**src/rtl/c64_loader_pkg.sv**
```systemverilog
// Shared definitions for the C64 PRG loader: FSM states, BASIC pointer
// locations and helpers that map the pointer-phase index to address and data.
package c64_loader_pkg;

    typedef enum logic [2:0] {
        IDLE   = 3'd0,
        HDR_LO = 3'd1,
        HDR_HI = 3'd2,
        DATA   = 3'd3,
        PTR    = 3'd4,
        DONE   = 3'd5
    } state_e;

    // Zero-page pointers that BASIC uses to find the end of the program.
    localparam logic [15:0] PTR_VARTAB  = 16'h002D;
    localparam logic [15:0] PTR_ARYTAB  = 16'h002F;
    localparam logic [15:0] PTR_STREND  = 16'h0031;
    localparam logic [15:0] PTR_LOADEND = 16'h00AE;

    // A PRG image starts with a little-endian 16-bit load address.
    localparam logic [1:0]  PRG_HDR_BYTES = 2'd2;

    // Index of the final write in the pointer phase (four lo/hi pairs).
    localparam logic [2:0]  PTR_LAST_IDX  = 3'd7;

    // Address of pointer-phase write idx: pairs in order, lo byte first.
    function automatic logic [15:0] ptr_addr(input logic [2:0] idx);
        logic [15:0] base;
        case (idx[2:1])
            2'd0:    base = PTR_VARTAB;
            2'd1:    base = PTR_ARYTAB;
            2'd2:    base = PTR_STREND;
            default: base = PTR_LOADEND;
        endcase
        return base + {15'd0, idx[0]};
    endfunction

    // Data of pointer-phase write idx: even index is the low byte.
    function automatic logic [7:0] ptr_byte(input logic [2:0] idx, input logic [15:0] value);
        return idx[0] ? value[15:8] : value[7:0];
    endfunction

endpackage

```
**src/rtl/prg_ram_writer.sv**
```systemverilog
// Streams a PRG image from the download port into C64 RAM. The two header
// bytes give the load address, the remaining bytes are written one at a time
// through a request/ack port, and optionally the BASIC end pointers are
// patched afterwards. A one-entry skid register absorbs a byte that arrives
// while a write is still outstanding.
module prg_ram_writer
    import c64_loader_pkg::*;
#(
    parameter int PTR_UPDATE = 1
) (
    input  logic        clk,
    input  logic        reset_n,
    input  logic        load_prg,
    input  logic        ioctl_download,
    input  logic [22:0] ioctl_addr,
    input  logic [7:0]  ioctl_data,
    input  logic        ioctl_wr,
    output logic        ioctl_wait,
    output logic [15:0] ram_addr,
    output logic [7:0]  ram_data,
    output logic        ram_we,
    input  logic        ram_ack,
    output logic [15:0] prg_start,
    output logic [15:0] prg_end,
    output logic        prg_done,
    output logic        prg_error
);

    state_e      state_r;
    logic        dl_prev_r;
    logic        ending_r;
    logic        pend_r;
    logic        skid_full_r;
    logic [7:0]  skid_data_r;
    logic        ovf_r;
    logic [15:0] cur_addr_r;
    logic [1:0]  hdr_cnt_r;
    logic [2:0]  ptr_idx_r;
    logic [15:0] ram_addr_r;
    logic [7:0]  ram_data_r;
    logic [15:0] prg_start_r;
    logic [15:0] prg_end_r;
    logic        prg_done_r;
    logic        prg_error_r;

    logic        dl_s;
    logic        end_s;
    logic        wr_s;
    logic        ack_s;
    logic        drained_s;
    logic        active_s;
    logic        ioctl_addr_unused_s;

    // The byte offset is implied by strobe order, so the address bus is not needed.
    assign ioctl_addr_unused_s = ^ioctl_addr;

    assign dl_s      = ioctl_download & load_prg;
    // Either input falling ends the stream; stay ended until IDLE is reached.
    assign end_s     = ending_r | ~dl_s;
    assign wr_s      = ioctl_wr & ~end_s;
    assign ack_s     = pend_r & ram_ack;
    assign drained_s = ~pend_r & ~skid_full_r;
    assign active_s  = (state_r == HDR_LO) || (state_r == HDR_HI) || (state_r == DATA);

    assign ioctl_wait = pend_r | skid_full_r | (state_r == PTR);
    assign ram_we     = pend_r;
    assign ram_addr   = ram_addr_r;
    assign ram_data   = ram_data_r;
    assign prg_start  = prg_start_r;
    assign prg_end    = prg_end_r;
    assign prg_done   = prg_done_r;
    assign prg_error  = prg_error_r;

    // Loader FSM with write handshake, skid register and pointer patching.
    always_ff @(posedge clk or negedge reset_n) begin
        if (!reset_n) begin
            state_r     <= IDLE;
            dl_prev_r   <= 1'b0;
            ending_r    <= 1'b0;
            pend_r      <= 1'b0;
            skid_full_r <= 1'b0;
            skid_data_r <= 8'd0;
            ovf_r       <= 1'b0;
            cur_addr_r  <= 16'd0;
            hdr_cnt_r   <= 2'd0;
            ptr_idx_r   <= 3'd0;
            ram_addr_r  <= 16'd0;
            ram_data_r  <= 8'd0;
            prg_start_r <= 16'd0;
            prg_end_r   <= 16'd0;
            prg_done_r  <= 1'b0;
            prg_error_r <= 1'b0;
        end else begin
            dl_prev_r <= dl_s;

            case (state_r)
                IDLE: begin
                    prg_done_r <= 1'b0;
                    if (dl_s && !dl_prev_r) begin
                        state_r     <= HDR_LO;
                        ending_r    <= 1'b0;
                        skid_full_r <= 1'b0;
                        ovf_r       <= 1'b0;
                        hdr_cnt_r   <= 2'd0;
                        cur_addr_r  <= 16'd0;
                        prg_start_r <= 16'd0;
                        prg_error_r <= 1'b0;
                    end
                end

                HDR_LO: begin
                    if (wr_s) begin
                        prg_start_r[7:0] <= ioctl_data;
                        hdr_cnt_r        <= 2'd1;
                        state_r          <= HDR_HI;
                    end
                end

                HDR_HI: begin
                    if (wr_s) begin
                        prg_start_r[15:8] <= ioctl_data;
                        cur_addr_r        <= {ioctl_data, prg_start_r[7:0]};
                        hdr_cnt_r         <= PRG_HDR_BYTES;
                        state_r           <= DATA;
                    end
                end

                DATA: begin
                    if (ack_s) begin
                        pend_r     <= 1'b0;
                        cur_addr_r <= cur_addr_r + 16'd1;
                        if (cur_addr_r == 16'hFFFF) begin
                            ovf_r <= 1'b1;
                        end
                    end
                    if (!pend_r && skid_full_r) begin
                        // Skid byte goes first; a new strobe refills the skid.
                        if (ovf_r) begin
                            prg_error_r <= 1'b1;
                        end else begin
                            pend_r     <= 1'b1;
                            ram_addr_r <= cur_addr_r;
                            ram_data_r <= skid_data_r;
                        end
                        if (wr_s) begin
                            skid_data_r <= ioctl_data;
                        end else begin
                            skid_full_r <= 1'b0;
                        end
                    end else if (!pend_r && wr_s) begin
                        if (ovf_r) begin
                            prg_error_r <= 1'b1;
                        end else begin
                            pend_r     <= 1'b1;
                            ram_addr_r <= cur_addr_r;
                            ram_data_r <= ioctl_data;
                        end
                    end else if (pend_r && wr_s && !skid_full_r) begin
                        skid_full_r <= 1'b1;
                        skid_data_r <= ioctl_data;
                    end
                end

                PTR: begin
                    if (ack_s) begin
                        pend_r <= 1'b0;
                        if (ptr_idx_r == PTR_LAST_IDX) begin
                            state_r    <= DONE;
                            prg_done_r <= 1'b1;
                        end else begin
                            ptr_idx_r <= ptr_idx_r + 3'd1;
                        end
                    end else if (!pend_r) begin
                        pend_r     <= 1'b1;
                        ram_addr_r <= ptr_addr(ptr_idx_r);
                        ram_data_r <= ptr_byte(ptr_idx_r, prg_end_r);
                    end
                end

                DONE: begin
                    prg_done_r <= 1'b0;
                    state_r    <= IDLE;
                end

                default: begin
                    state_r    <= IDLE;
                    pend_r     <= 1'b0;
                    prg_done_r <= 1'b0;
                end
            endcase

            // End of stream: latch it, then finish once every byte is written.
            if (active_s && end_s) begin
                ending_r <= 1'b1;
                if (drained_s) begin
                    prg_end_r <= cur_addr_r;
                    if (hdr_cnt_r < PRG_HDR_BYTES) begin
                        prg_error_r <= 1'b1;
                        prg_done_r  <= 1'b1;
                        state_r     <= DONE;
                    end else if (PTR_UPDATE != 32'sd0) begin
                        ptr_idx_r <= 3'd0;
                        state_r   <= PTR;
                    end else begin
                        prg_done_r <= 1'b1;
                        state_r    <= DONE;
                    end
                end
            end
        end
    end

endmodule

```
**config.mk**
```make
export PLATFORM = sky130hd
export DESIGN_NAME = prg_ram_writer
export DESIGN_NICKNAME = d
export VERILOG_FILES = /design/src/rtl/c64_loader_pkg.sv /design/src/rtl/prg_ram_writer.sv
export SDC_FILE = /design/constraint.sdc
export NUM_CORES = 1
export LEC_CHECK = 0
export ABC_AREA = 1
export CORE_MARGIN = 2
export CORE_UTILIZATION = 30
export DETAILED_ROUTE_END_ITERATION = 10
export SETUP_SLACK_MARGIN = 0.15
export SYNTH_ARGS = -nofsm -noshare
export SYNTH_HDL_FRONTEND = slang
export SYNTH_SLANG_ARGS = --single-unit
```
**constraint.sdc**
```tcl
create_clock -name clk -period 1.8 [get_ports clk]
set_clock_uncertainty 0.05 [all_clocks]
set_input_delay 0.45 -clock clk [delete_from_list [all_inputs] [get_ports clk]]
set_output_delay 0.45 -clock clk [all_outputs]
set_load 0.02 [all_outputs]
```
# Word-level counts from Yosys, hierarchy flattened
# Index checks and enable logic that the tools add are counted.
# op_classes
reduce_logical,35
div,0
addsub,3
n_eq_ne,24
shift,0
bitwise_logic,11
mux,78
mul,0
n_lt_le_gt_ge,1
# op_table
op,count
two-way mux 16 bit,11
two-way mux 8 bit,11
one-hot mux 16 bit (3 select lines),1
one-hot mux 8 bit (2 select lines),3
two-way mux 3 bit,13
one-hot mux 16 bit (2 select lines),1
two-way mux 1 bit,27
one-hot mux 8 bit (3 select lines),1
AND reduction 4 bit,5
adder 16 x 1 -> 16 bit,1
"adder 16 x 1 -> 16 bit, second input constant",1
"equality test 16 bit, second input constant",1
"!= test 2 bit, second input constant",8
one-hot mux 3 bit (5 select lines),1
nonzero test 2 bit,7
"!= test 3 bit, second input constant",4
"equality test 3 bit, second input constant",3
one-hot mux 1 bit (2 select lines),4
"equality test 3 x 2 -> 1 bit, second input constant",2
logical AND 1 bit,6
two-way mux 2 bit,3
"!= test 3 x 1 -> 1 bit, second input constant",2
one-hot mux 2 bit (3 select lines),1
AND reduction 3 bit,2
other kinds (20),33
# totals
regBits,95
mem_bits_ro,0
mem_bits_rw,0
n_memories,0
in_bits,37
latchBits,0
wordCells,169
out_inout_bits,60

# Logic depth before layout (Yosys ltp)
# logic_depth
ltp_word,12
depth_mapped,10
depth_no_buf,9

# Worst setup path before layout
# Ideal clock, no wire load.
# synth_path
path_type,reg-to-output
start,register state_r[1]
end,output port ioctl_wait
required_time_ns,1.300
setup_slack_ns,0.148
n_path_buf,3
arrival_ns,1.152
path_stages_with_launch,7
cell_sequence,dfrtp_1 buf_4 nor2_4 nand2_2 buf_6 clkbuf_1 nand2_1
# synth_between
elab_chain_cells,2
# synth_rtl
item,line_no,text
start: declaration,prg_ram_writer.sv:29,state_e state_r;
start signal: assignment,prg_ram_writer.sv:77,state_r <= IDLE;
start signal: assignment,prg_ram_writer.sv:100,state_r <= HDR_LO;
start signal: assignment,prg_ram_writer.sv:115,state_r <= HDR_HI;
equality test 3 bit,prg_ram_writer.sv:65,assign ioctl_wait = pend_r | skid_full_r | (state_r == PTR);
bitwise OR 1 bit,prg_ram_writer.sv:65,
end: declaration,prg_ram_writer.sv:18,"output logic ioctl_wait,"
# Every way passes these cells.

# Worst setup path in the final report
# layout_path
start,register state_r[0]
end,register prg_start_r[8] (netlist: prg_start[8])
# layout_between
elab_chain_cells,3
word_cells_on_any_way,7
classes_between,3 x eq/ne; 1 x mux; 3 x reduce/logical
# layout_rtl
item,line_no,text
equality test 3 x 2 -> 1 bit / logical NOT 3 bit (equally long branches),prg_ram_writer.sv:96,case (state_r)
!= test 2 bit (no line) / nonzero test 2 bit (equally long branches),n/a,
AND reduction 3 bit (no line),n/a,
end signal: assignment,prg_ram_writer.sv:121,prg_start_r[15:8] <= ioctl_data;
end: declaration,prg_ram_writer.sv:41,logic [15:0] prg_start_r;
# Parallel ways exist; a longest one is shown, timed or not.
# A chain may end at the register's enable or synchronous reset.

==> results.py <==
metrics = {
    "status": {
        "outcome": "complete, no violations",
    },
    "place": {
        "place_area_um2": 6106,
        "dp_slack_ns": -0.2401,
        "hpwlAfterDp_um": 10290,
        "portBuffers": 73,
        "gp_congestion": 0.9268,
    },
    "synthesis": {
        "syn_nets": 661,
        "synth_warnings": 0,
        "synth_cell_types": 34,
        "postSynthAreaPerCell_um2": 7.717,
        "syn_area_um2": 4785,
        "synth_cells": 620,
        "ys.flop_type": "dfrtp_1",
        "synth-edff-count": 0,
        "synth-seq-cells": 94,
        "yosysSeqAreaShare": 0.4916,
        "async_flop_share": 1.000,
    },
    "grt": {
        "grt_pass1_vias": 4270,
        "overflow": 0,
        "grt.met3_usage": 0.02788,
        "antenna_found_initial": 0,
        "use_met2": 0.2753,
        "grt-busiest-layer": "met2",
        "grt_util_met1": 0.2611,
        "grt_pass1_wl_um": 23190,
        "grt_usage": 0.1816,
        "grt_max_degree": 95,
    },
    "clock_tree": {
        "cts-hold-fix-buffers": 0,
        "cts_tree": "built",
        "cts_buffers": 9,
        "h-tree-depth": 3,
        "clkLatencyLatePin_ns": 0.35,
        "cts_root_buf": "clkbuf_16",
        "clk_path_buf_depth": 2,
        "clk_pin_slew_ns": 0.07,
        "clock_sinks": 94,
    },
    "worst_setup_path": {
        "regToRegSetupSlack_ns": 0.05,
        "worstSetupEndpointType": "flip-flop",
        "critical_path_class": "reg2reg",
        "start_kind": "flip-flop",
        "cp_max_fo": 9,
        "critPathArrivalTime_ns": 1.94,
        "critPathRequiredTime_ns": 1.98,
    },
    "min_path": {
        "holdCritPathClass": "in2async",
    },
    "timing": {
        "tightest_slew_ns": 0.5370,
        "fin_ws_ns": 0.04854,
        "finalHoldViolCount": 0,
        "period_needed_ns": 1.751,
        "rsz0062_at_grt": "true",
        "setup_viol_count_final": 0,
        "fmax_ghz": 0.5710,
        "slew_violations": 0,
        "relSlewSlack": 0.6420,
        "fin_crit_sh": 0.9730,
        "hold_ws_ns": 0.09211,
    },
    "drt": {
        "wire_per_inst_um": 15.60,
        "ant_nets": 0,
        "drt_iter0_markers": 323,
        "via_per_inst": 4.704,
        "vias": 4572,
        "first_pass_iters": 5,
        "route.detailed.drc": 0,
        "finalWirelength_um": 15160,
    },
    "floorplanning": {
        "coreArea_um2": 15710,
        "die_area_um2": 16970,
        "die_w_um": 130.3,
        "num_rows": 46,
        "top_level_ports": 97,
        "start_util": 0.3045,
        "die_h_um": 130.3,
    },
    "layout": {
        "diodes": 0,
        "nNetsFinal": 794,
        "area_growth_pct": 44.04,
        "finalInstanceArea_um2": 6892,
        "seq_area_um2": 2354,
        "utilization": 0.4386,
        "drive_above_1_share": 0.1931,
        "fillers": 1605,
        "multi_input_area_um2": 2150,
    },
    "power": {
        "p_per_area_nw_per_um2": 1423,
        "ir_drop_v": 0.0007324,
        "p_leak_uw": 0.003496,
        "power_uw": 9806,
    },
    "job": {
        "maxCapViolCount": 0,
    },
}
logic make-up (layout without fill, tap and decap cells):
family | after synthesis | count (layout) | synth area share
AO/OA/AOI/OAI | 132 | 132 | 0.1572
XOR/XNOR | 2 | 2 | 0.003662
adder cells (fa/ha/maj) | 4 | 4 | 0.01046
buffers and inverters | 96 | 232 | 0.08734
flip-flops | 94 | 94 | 0.4916
AND/OR/NAND/NOR | 292 | 292 | 0.2497
what timing repair did:
| item | in CTS | in global routing |
|---|---|---|
| pin swaps | 2 | 17 |
| buffers inserted | 12 | 4 |
| resized for setup | 100 | 49 |
| cloned | 5 | 3 |
| endpoints found under the setup margin | 96 | 90 |
per-stage QoR:
stage / instances / TNS, ns
floorplan: 620 / 0
finish: 972 / 0
detailed placement: 934 / -15.05
global placement: 934 / -14.34
CTS: 965 / 0
global route: 972 / -0.2407
worst paths after layout:
path / from / end / cells past startpoint
max: state_r[0]$_DFF_PN0_ / prg_start[8]$_DFFE_PN0P_ / 10
min: reset_n / ram_data[3]$_DFFE_PN0P_ / 2
max reg2reg: state_r[0]$_DFF_PN0_ / prg_start[8]$_DFFE_PN0P_ / 10
min reg2reg: ram_data[5]$_DFFE_PN0P_ / ram_data[5]$_DFFE_PN0P_ / 2
max in group asynchronous: reset_n / skid_data_r[0]$_DFFE_PN0P_ / 2
min in group clk: load_prg / dl_prev_r$_DFF_PN0_ / 3
synthesized netlist by cell type (all sizes together) (2+ instances only):
cell / count / area share
o211ai: 8 / 0.013
o21a: 2 / 0.0031
dfrtp: 94 / 0.49
nand3: 27 / 0.030
nor2: 39 / 0.034
inv: 70 / 0.056
nand2: 215 / 0.17
o22ai: 10 / 0.013
a21oi: 20 / 0.023
buf: 18 / 0.025
o21ai: 87 / 0.097
o21bai: 2 / 0.0031
xor2: 2 / 0.0037
nand4: 7 / 0.010
nor3: 3 / 0.0031
clkbuf: 8 / 0.0063
ha: 4 / 0.010
metal layers:
metal  vias to the layer above  wire, um
met5                         -         0
met4                         0       284
met3                        20       790
met2                       136      6854
met1                      2155      7231
li1                       2261         -
layout by cell type (no fill, tap or decap), types with 6 or more instances in the layout:
cell and n:
buf_12 11, nand2_1 196, clkdlybuf4s50_1 9, nand3_1 23, nor2_1 30, o21ai_1 19
o21ai_0 59, nand2_2 14, inv_1 63, o21ai_2 8, dfrtp_1 93, buf_6 12
clkbuf_16 12, dlygate4sd2_1 55, buf_4 46, a21oi_1 17, o22ai_1 10, nand4_1 6
o211ai_1 8
layout make-up:
cell class | count | share of cell area
Multi-Input combinational cell | 430 | 0.3119
Clock buffer | 10 | 0.03468
Tap cell | 216 | 0.03922
Timing Repair Buffer | 148 | 0.2260
Clock inverter | 4 | 0.007081
Inverter | 70 | 0.03958
Sequential cell | 94 | 0.3415
report_power, final:
part	total, uW	leakage, uW	switching (uW)	internal [uW]
Sequential	3060	0.00126	407	2650
Clock	1910	0.000144	817	1100
Combinational	4830	0.00209	2730	2110
state kept, by name (all words and copies together) (netlist names), 3 cells and up:
register	cells
skid_data_r	8
state_r	3
ptr_idx_r	3
ram_data	8
prg_start	16
prg_end	16
cur_addr_r	16
ram_addr	16
critical path, cell delays in order, from the launching register on:
cell and delay [ns]:
dfrtp_1 0.41, buf_4 0.17, inv_4 0.08, nand2_2 0.09
nor2_4 0.11, buf_6 0.12, inv_6 0.05, o21ai_4 0.24
buf_12 0.15, buf_16 0.11, a21oi_1 0.06
(Power assumes the default switching activity.)
